`config.mk`:
```
export PLATFORM = sky130hd
export DESIGN_NAME = pipe_skid_reg
export DESIGN_NICKNAME = d
export VERILOG_FILES = /design/src/rtl/pipe_skid_reg_pkg.sv /design/src/rtl/sat_counter.sv /design/src/rtl/pipe_skid_reg.sv
export SDC_FILE = /design/constraint.sdc
export NUM_CORES = 1
export LEC_CHECK = 0
export ABC_AREA = 1
export BUFFER_PORTS_ARGS = -buffer_cell sky130_fd_sc_hd__buf_2
export CORE_UTILIZATION = 53
export DETAILED_ROUTE_END_ITERATION = 10
export PLACE_DENSITY = 0.8
export REMOVE_ABC_BUFFERS = 1
export SLEW_MARGIN = 20
export SYNTH_ARGS = -nofsm -noshare
export SYNTH_HDL_FRONTEND = slang
export SYNTH_SLANG_ARGS = --single-unit
```
`constraint.sdc`:
```
create_clock -name clk -period 1.7 [get_ports clk]
set_input_delay 0.17 -clock clk [delete_from_list [all_inputs] [get_ports clk]]
set_output_delay 0.17 -clock clk [all_outputs]
set_load 0.05 [all_outputs]
```
`src/rtl/pipe_skid_reg_pkg.sv`:
```
// Shared definitions for the elastic pipeline stage registers.
// Holds the occupancy state encoding and the default bubble word.
package pipe_skid_reg_pkg;

    typedef enum logic [1:0] {
        StEmpty = 2'd0,
        StOne   = 2'd1,
        StFull  = 2'd2
    } state_e;

    // sll $0,$0,0 encodes as all zeros
    localparam logic [31:0] NopWord = 32'h0000_0000;

    function automatic logic [1:0] occ_of(state_e s);
        case (s)
            StOne:   return 2'd1;
            StFull:  return 2'd2;
            default: return 2'd0;
        endcase
    endfunction

endpackage

```
`src/rtl/sat_counter.sv`:
```
// Unsigned up-counter that sticks at its all-ones value; cleared only by reset.
module sat_counter #(
    parameter int unsigned CNT_W = 16
) (
    input  logic             clk,
    input  logic             rst,
    input  logic             inc,
    output logic [CNT_W-1:0] count
);

    logic [CNT_W-1:0] count_q;

    always_ff @(posedge clk) begin
        if (rst) begin
            count_q <= '0;
        end else if (inc && (count_q != {CNT_W{1'b1}})) begin
            count_q <= count_q + 1'b1;
        end
    end

    assign count = count_q;

endmodule

```
`src/rtl/pipe_skid_reg.sv`:
```
// Elastic pipeline stage register: valid/ready handshake with a 2-entry skid buffer,
// flush-to-bubble and a saturating back-pressure counter.
module pipe_skid_reg
    import pipe_skid_reg_pkg::*;
#(
    parameter int unsigned      WIDTH     = 32,
    parameter logic [WIDTH-1:0] NOP_VALUE = WIDTH'(NopWord),
    parameter int unsigned      CNT_W     = 16
) (
    input  logic             clk,
    input  logic             rst,
    input  logic             flush,
    input  logic             in_valid,
    output logic             in_ready,
    input  logic [WIDTH-1:0] in_data,
    output logic             out_valid,
    input  logic             out_ready,
    output logic [WIDTH-1:0] out_data,
    output logic [1:0]       occupancy,
    output logic [CNT_W-1:0] stall_cnt
);

    state_e           state_q, state_d;
    logic [WIDTH-1:0] main_q, main_d;
    logic [WIDTH-1:0] skid_q, skid_d;
    logic             push, pop;

    // in_ready is a pure function of state so out_ready never reaches upstream.
    assign in_ready  = (state_q != StFull);
    assign out_valid = (state_q != StEmpty);
    assign out_data  = main_q;
    assign occupancy = occ_of(state_q);

    assign push = in_valid & in_ready;
    assign pop  = out_valid & out_ready;

    always_comb begin
        state_d = state_q;
        main_d  = main_q;
        skid_d  = skid_q;
        if (flush) begin
            state_d = StEmpty;
            main_d  = NOP_VALUE;
            skid_d  = NOP_VALUE;
        end else begin
            case (state_q)
                StEmpty: begin
                    if (push) begin
                        state_d = StOne;
                        main_d  = in_data;
                    end
                end
                StOne: begin
                    if (push && pop) begin
                        main_d = in_data;
                    end else if (push) begin
                        state_d = StFull;
                        skid_d  = in_data;
                    end else if (pop) begin
                        state_d = StEmpty;
                        main_d  = NOP_VALUE;
                    end
                end
                StFull: begin
                    if (pop) begin
                        state_d = StOne;
                        main_d  = skid_q;
                        skid_d  = NOP_VALUE;
                    end
                end
                default: begin
                    state_d = StEmpty;
                    main_d  = NOP_VALUE;
                    skid_d  = NOP_VALUE;
                end
            endcase
        end
    end

    always_ff @(posedge clk) begin
        if (rst) begin
            state_q <= StEmpty;
            main_q  <= NOP_VALUE;
            skid_q  <= NOP_VALUE;
        end else begin
            state_q <= state_d;
            main_q  <= main_d;
            skid_q  <= skid_d;
        end
    end

    sat_counter #(
        .CNT_W(CNT_W)
    ) u_stall_cnt (
        .clk  (clk),
        .rst  (rst),
        .inc  (out_valid & ~out_ready),
        .count(stall_cnt)
    );

endmodule
```
======== Yosys cells after proc, flatten, opt, wreduce, memory -nomap -nowiden ========
Index checks and enable logic that the tools add are counted.
word-level totals
  bits in registers ....................... 82
  input bits .............................. 37
  output and inout port bits .............. 52
  logic and storage cells ................. 44
cells by class
  $add $sub $neg .......................... 1
  equal/unequal tests ..................... 11
  multiplexer cells ....................... 15
  bitwise operators ....................... 5
  reduce and logical (&&, ||, !) cells .... 8
operator list
  kind                                                 number
  2-to-1 mux 32 bit                                    6
  one-hot mux 32 bit (3 select lines)                  2
  adder 16 x 1 -> 16 bit, second input constant        1
  != test 16 bit, second input constant                1
  AND reduction 4 bit                                  3
  2-to-1 mux 2 bit                                     5
  != test 2 bit, second input constant                 5
  != test 3 bit, second input constant                 3
  one-hot mux 2 bit (3 select lines)                   1
  one-hot mux 2 bit (2 select lines)                   1
  AND 1 bit                                            3
  equality test 2 x 1 -> 1 bit, second input constant  1
  equality test 2 bit, second input constant           1
  logical AND 1 bit                                    2
  zero test 2 bit                                      1
  inverter 1 bit                                       2
  nonzero test 2 bit                                   1
  OR reduction 2 bit                                   1

======== Longest topological paths before layout ========
  word-level depth ........................ 6
  depth in mapped cells ................... 9
  mapped depth without buffers ............ 9

======== By module ========
A second synthesis with hierarchy kept.
unflattened totals
  cells, all modules ...................... 691
  area total of the unflattened synthesis .. 4274.1 µm²
by module, submodules not included
  module         instances  cells an instance  area an instance (µm²)  sequential area each (µm²)
  pipe_skid_reg  1          542                3344.5                  1321.3
  sat_counter    1          149                929.6                   320.3

======== Worst setup path after synthesis ========
No wires, ideal clock.
  kind .................................... reg2reg
  start ................................... register u_stall_cnt.count_q[0], in the netlist u_stall_cnt.count[0]
  end ..................................... register u_stall_cnt.count_q[1], in the netlist u_stall_cnt.count[1]
  library setup time ...................... 0.116 ns
  arrival time ............................ 1.775 ns
  required time ........................... 1.584 ns
  path slack .............................. -0.191 ns
  stages on the path, launching flop included .. 10
  path buffers ............................ 1
  period minus slack after synthesis ...... 1.891 ns
  path through ............................ dfxtp_1 -> ha_1 -> inv_1 -> nor2_1 -> nand2_1 -> nor2_1 -> nor2_4 -> buf_4 -> nor2_1 -> nor2_1
on the way
  cells in the longest elaborated chain, start to end .. 2
  elaborated cells between the ends (all ways) .. 3
  classes of those cells .................. add/sub (1); eq/ne (1); reduce/logical (1)
ends and longest elaborated chain
  item                                                            RTL line           source
  start: declaration                                              sat_counter.sv:11  logic [CNT_W-1:0] count_q;
  start signal: assignment                                        sat_counter.sv:17  count_q <= count_q + 1'b1;
  branches (longest 2 deep; another with adder 16 x 1 -> 16 bit)  --
Parallel ways; which one is timed is not known.
A chain may end at the register's enable or synchronous reset.

======== Final worst setup path ========
  start ................................... register state_q[1]
  end ..................................... output occupancy[1]
on the way
  cells in the longest elaborated chain, start to end .. 2
  elaborated cells between the ends (all ways) .. 3
  classes of those cells .................. eq/ne (2); mux (1)
ends and longest elaborated chain
  item                                                                        RTL line                 source
  start: declaration                                                          pipe_skid_reg.sv:23      state_e state_q, state_d;
  start signal: assignment                                                    pipe_skid_reg.sv:82      state_q <= StEmpty;
  start signal: assignment                                                    pipe_skid_reg.sv:86      state_q <= state_d;
  equality test 2 bit / equality test 2 x 1 -> 1 bit (equally long branches)  pipe_skid_reg_pkg.sv:15  case (s)
  one-hot mux 2 bit (2 select lines) *                                        pipe_skid_reg_pkg.sv:15
  end: declaration                                                            pipe_skid_reg.sv:19      output logic [1:0] occupancy,
Mark *: on every way between the ends. The rest lies on a longest branch, timed or not.

==> flow_summary.json <==
{
  "r2r-start": "u_stall_cnt.count[1]$_SDFFE_PP0P_",
  "leakage_nw": 2.06,
  "synth_cell_type_count": 25,
  "coreArea_um2": 6940,
  "synthFlopType": "dfxtp_1",
  "outcome": "finished, final reports clean",
  "post-cts-setup-buffers": 0,
  "hold_slack_ps": 80.8,
  "min-delay-start": "in_data[14]",
  "yosysSeqAreaShare_pct": 42.1,
  "maxSlewViolCount": 0,
  "grt_pass1_wl_um": 16000,
  "async_reset_ff_share_pct": 0,
  "netlist_area_um2": 3900,
  "cts_tree": "yes",
  "drc": 0,
  "initial_utilization_pct": 56.2,
  "crit_path_start_kind": "flip-flop",
  "synth_warnings": 0,
  "reg2reg_depth": 9,
  "rsz0062_at_grt": "no",
  "portBuffers": 88,
  "hold_end": "skid_q[14]$_SDFFE_PP0P_",
  "routed_wl_um": 9770,
  "cts.sinks": 82,
  "crit_type": "reg2out",
  "cp.required_ps": 1530,
  "vdd_drop_max_mv": 0.427,
  "power_density_nw_per_um2": 838,
  "worstHoldPathCells": 3,
  "gp_congestion": 0.815,
  "synthTopCellsByArea": "dfxtp_1 (42%), nand2_1 (19%), a21oi_1 (8.9%)",
  "drt-initial-drc-count": 209,
  "synth-edff-count": 0,
  "path_clk_slew_ps": 80,
  "grt_pass1_vias": 3638,
  "fmax_mhz": 613,
  "critical_path_arrival_ps": 1460,
  "die_h_um": 87.8,
  "wl_per_cell_um": 12.6,
  "syn-mean-instance-area_um2": 6.68,
  "end_kind": "primary output",
  "min_path_type": "in2reg",
  "skew_ps": 9.47,
  "row_count": 30,
  "dpl_cell_area_um2": 4500,
  "cts_root_buf": "clkbuf_8",
  "hpwl_um": 6730,
  "rr_endpoint": "u_stall_cnt.count[13]$_SDFFE_PP0P_",
  "die_w_um": 87.8,
  "fin_crit_sh_pct": 95.9,
  "diodes": 0,
  "setup_viol": 0,
  "ctsHtreeMaxLevel": 3,
  "post-route-cell-area_um2": 4710,
  "clock_latency_ps": 350,
  "firstDrtPassIters": 5,
  "vias": 4034,
  "tightest_slew_ps": 420,
  "grt_start_max_net_pins": 27,
  "grt_overflow": 0,
  "yosysTopAreaCell": "dfxtp_1",
  "clockBufferDepth": 2,
  "finalHoldViolCount": 0,
  "nets": 714,
  "yosysMostFrequentCell": "nand2_1",
  "min_period_ps": 1630,
  "final_antenna_net_count": 0,
  "viasPerCell": 5.19,
  "area_growth_pct": 20.7,
  "io_pins": 89,
  "ys_top_cells_by_count": "nand2_1 (198), dfxtp_1 (82), nor2_1 (73)",
  "synth_seq_cells": 82,
  "drive_above_1_share_pct": 21.4,
  "ff2ff_setup_slack_ps": 220,
  "pre_cts_slack_ps": 117,
  "slew_headroom_pct": 71.9,
  "setup_slack_ps": 69.1,
  "syn_inst": 584,
  "die_area_um2": 7710,
  "track_usage_pct": 26.2,
  "maxCapViolCount": 0,
  "synth_top_area_share_pct": 42.1,
  "cp_max_fo": 11,
  "cts_made_buffers": 9,
  "antenna_found_initial": 0,
  "fillers": 624
}
[logic make-up after synthesis]
kind of cell	count (synthesis)	synth area share, %
fa+ha+maj	1	0.321
xor+xnor	6	1.35
flops	82	42.1
simple gates	312	32.5
buf+inv	67	7.44
compound gates	116	16.3
[worst max-delay path by stage]
stage | start | end | slack (ps) | cells after the start
after floorplan | state_q[0]$_SDFFE_PP0P_ | out_data[0]$_SDFFE_PP0P_ | -500 | 6
after global placement | state_q[0]$_SDFFE_PP0P_ | u_stall_cnt.count[15]$_SDFFE_PP0P_ | 200 | 7
after detailed placement | state_q[0]$_SDFFE_PP0P_ | u_stall_cnt.count[13]$_SDFFE_PP0P_ | 120 | 7
after CTS | state_q[0]$_SDFFE_PP0P_ | out_valid | 60 | 4
after global routing | state_q[1]$_SDFFE_PP0P_ | occupancy[1] | 6 | 4
final | state_q[1]$_SDFFE_PP0P_ | occupancy[1] | 70 | 4
[cell type report]
type                    instances  area, µm²  area share [%]
clock buffers                  11        141            3.00
inverters                      36        139            2.95
multi-input cells             435       1970            41.9
well taps                      96        120            2.55
repair buffers                112        638            13.6
clock inverters                 5       53.8            1.14
flip-flops and latches         82       1650            34.9
[stage by stage]
step | setup TNS [ps] | cells | util [%] | power, mW
6_report | 0 | 777 | 67.8 | 3.95
2_1_floorplan | -25380 | 553 | - | 2.37
3_3_place_gp | 0 | 761 | 64.8 | 2.56
3_5_place_dp | 0 | 761 | 64.8 | 2.57
4_1_cts | 0 | 777 | 67.7 | 3.96
5_1_grt | 0 | 777 | 67.8 | 4.10
[worst max-delay path, cell delays in order, from the launching register on]
cell and delay, ps:
dfxtp_2 390, inv_2 80, nor2_4 200, buf_4 230, buf_4 220
[timing repair]
item                       4_1_cts  5_1_grt
hold endpoints to repair         0        0
setup endpoints to repair        3        5
hold buffers                     0        0
resized for setup                3        4
[per-layer routing]
metal | vias up | part of all wire (%) | track usage, % | routed length [µm]
li1 | 2068 | - | - | -
met1 | 1820 | 45 | 32.9 | 4410
met2 | 130 | 48 | 45.2 | 4700
met3 | 16 | 5.2 | 3.49 | 511
met4 | 0 | 1.5 | 10.4 | 148
met5 | - | 0 | 0 | 0
[where the power goes]
group / internal [mW] / total, mW / switching (mW)
clock network: 0.715 / 1.42 / 0.702
registers: 1.97 / 1.99 / 0.0257
logic: 0.169 / 0.540 / 0.372
[layout by cell type (no fill, tap or decap), types with 2 or more instances in the layout]
cell,instances
nand3_1,26
o21ai_1,2
a211oi_1,2
dfxtp_1,79
xor2_1,3
nand2_1,198
buf_4,24
xnor2_1,3
o21ai_2,3
nand2_2,2
nand4_1,6
inv_2,4
nor2_4,5
o211ai_1,16
inv_1,30
o21ai_0,24
clkbuf_8,10
dfxtp_2,3
nor2_1,73
clkinv_2,3
buf_2,86
a21oi_1,69
[registers in the layout, summed over array words and instances, names as in the netlist]
| signal | flops |
|---|---|
| state_q | 2 |
| out_data | 32 |
| u_stall_cnt.count | 16 |
| skid_q | 32 |
No activity file was read; power rests on OpenSTA's default activity.
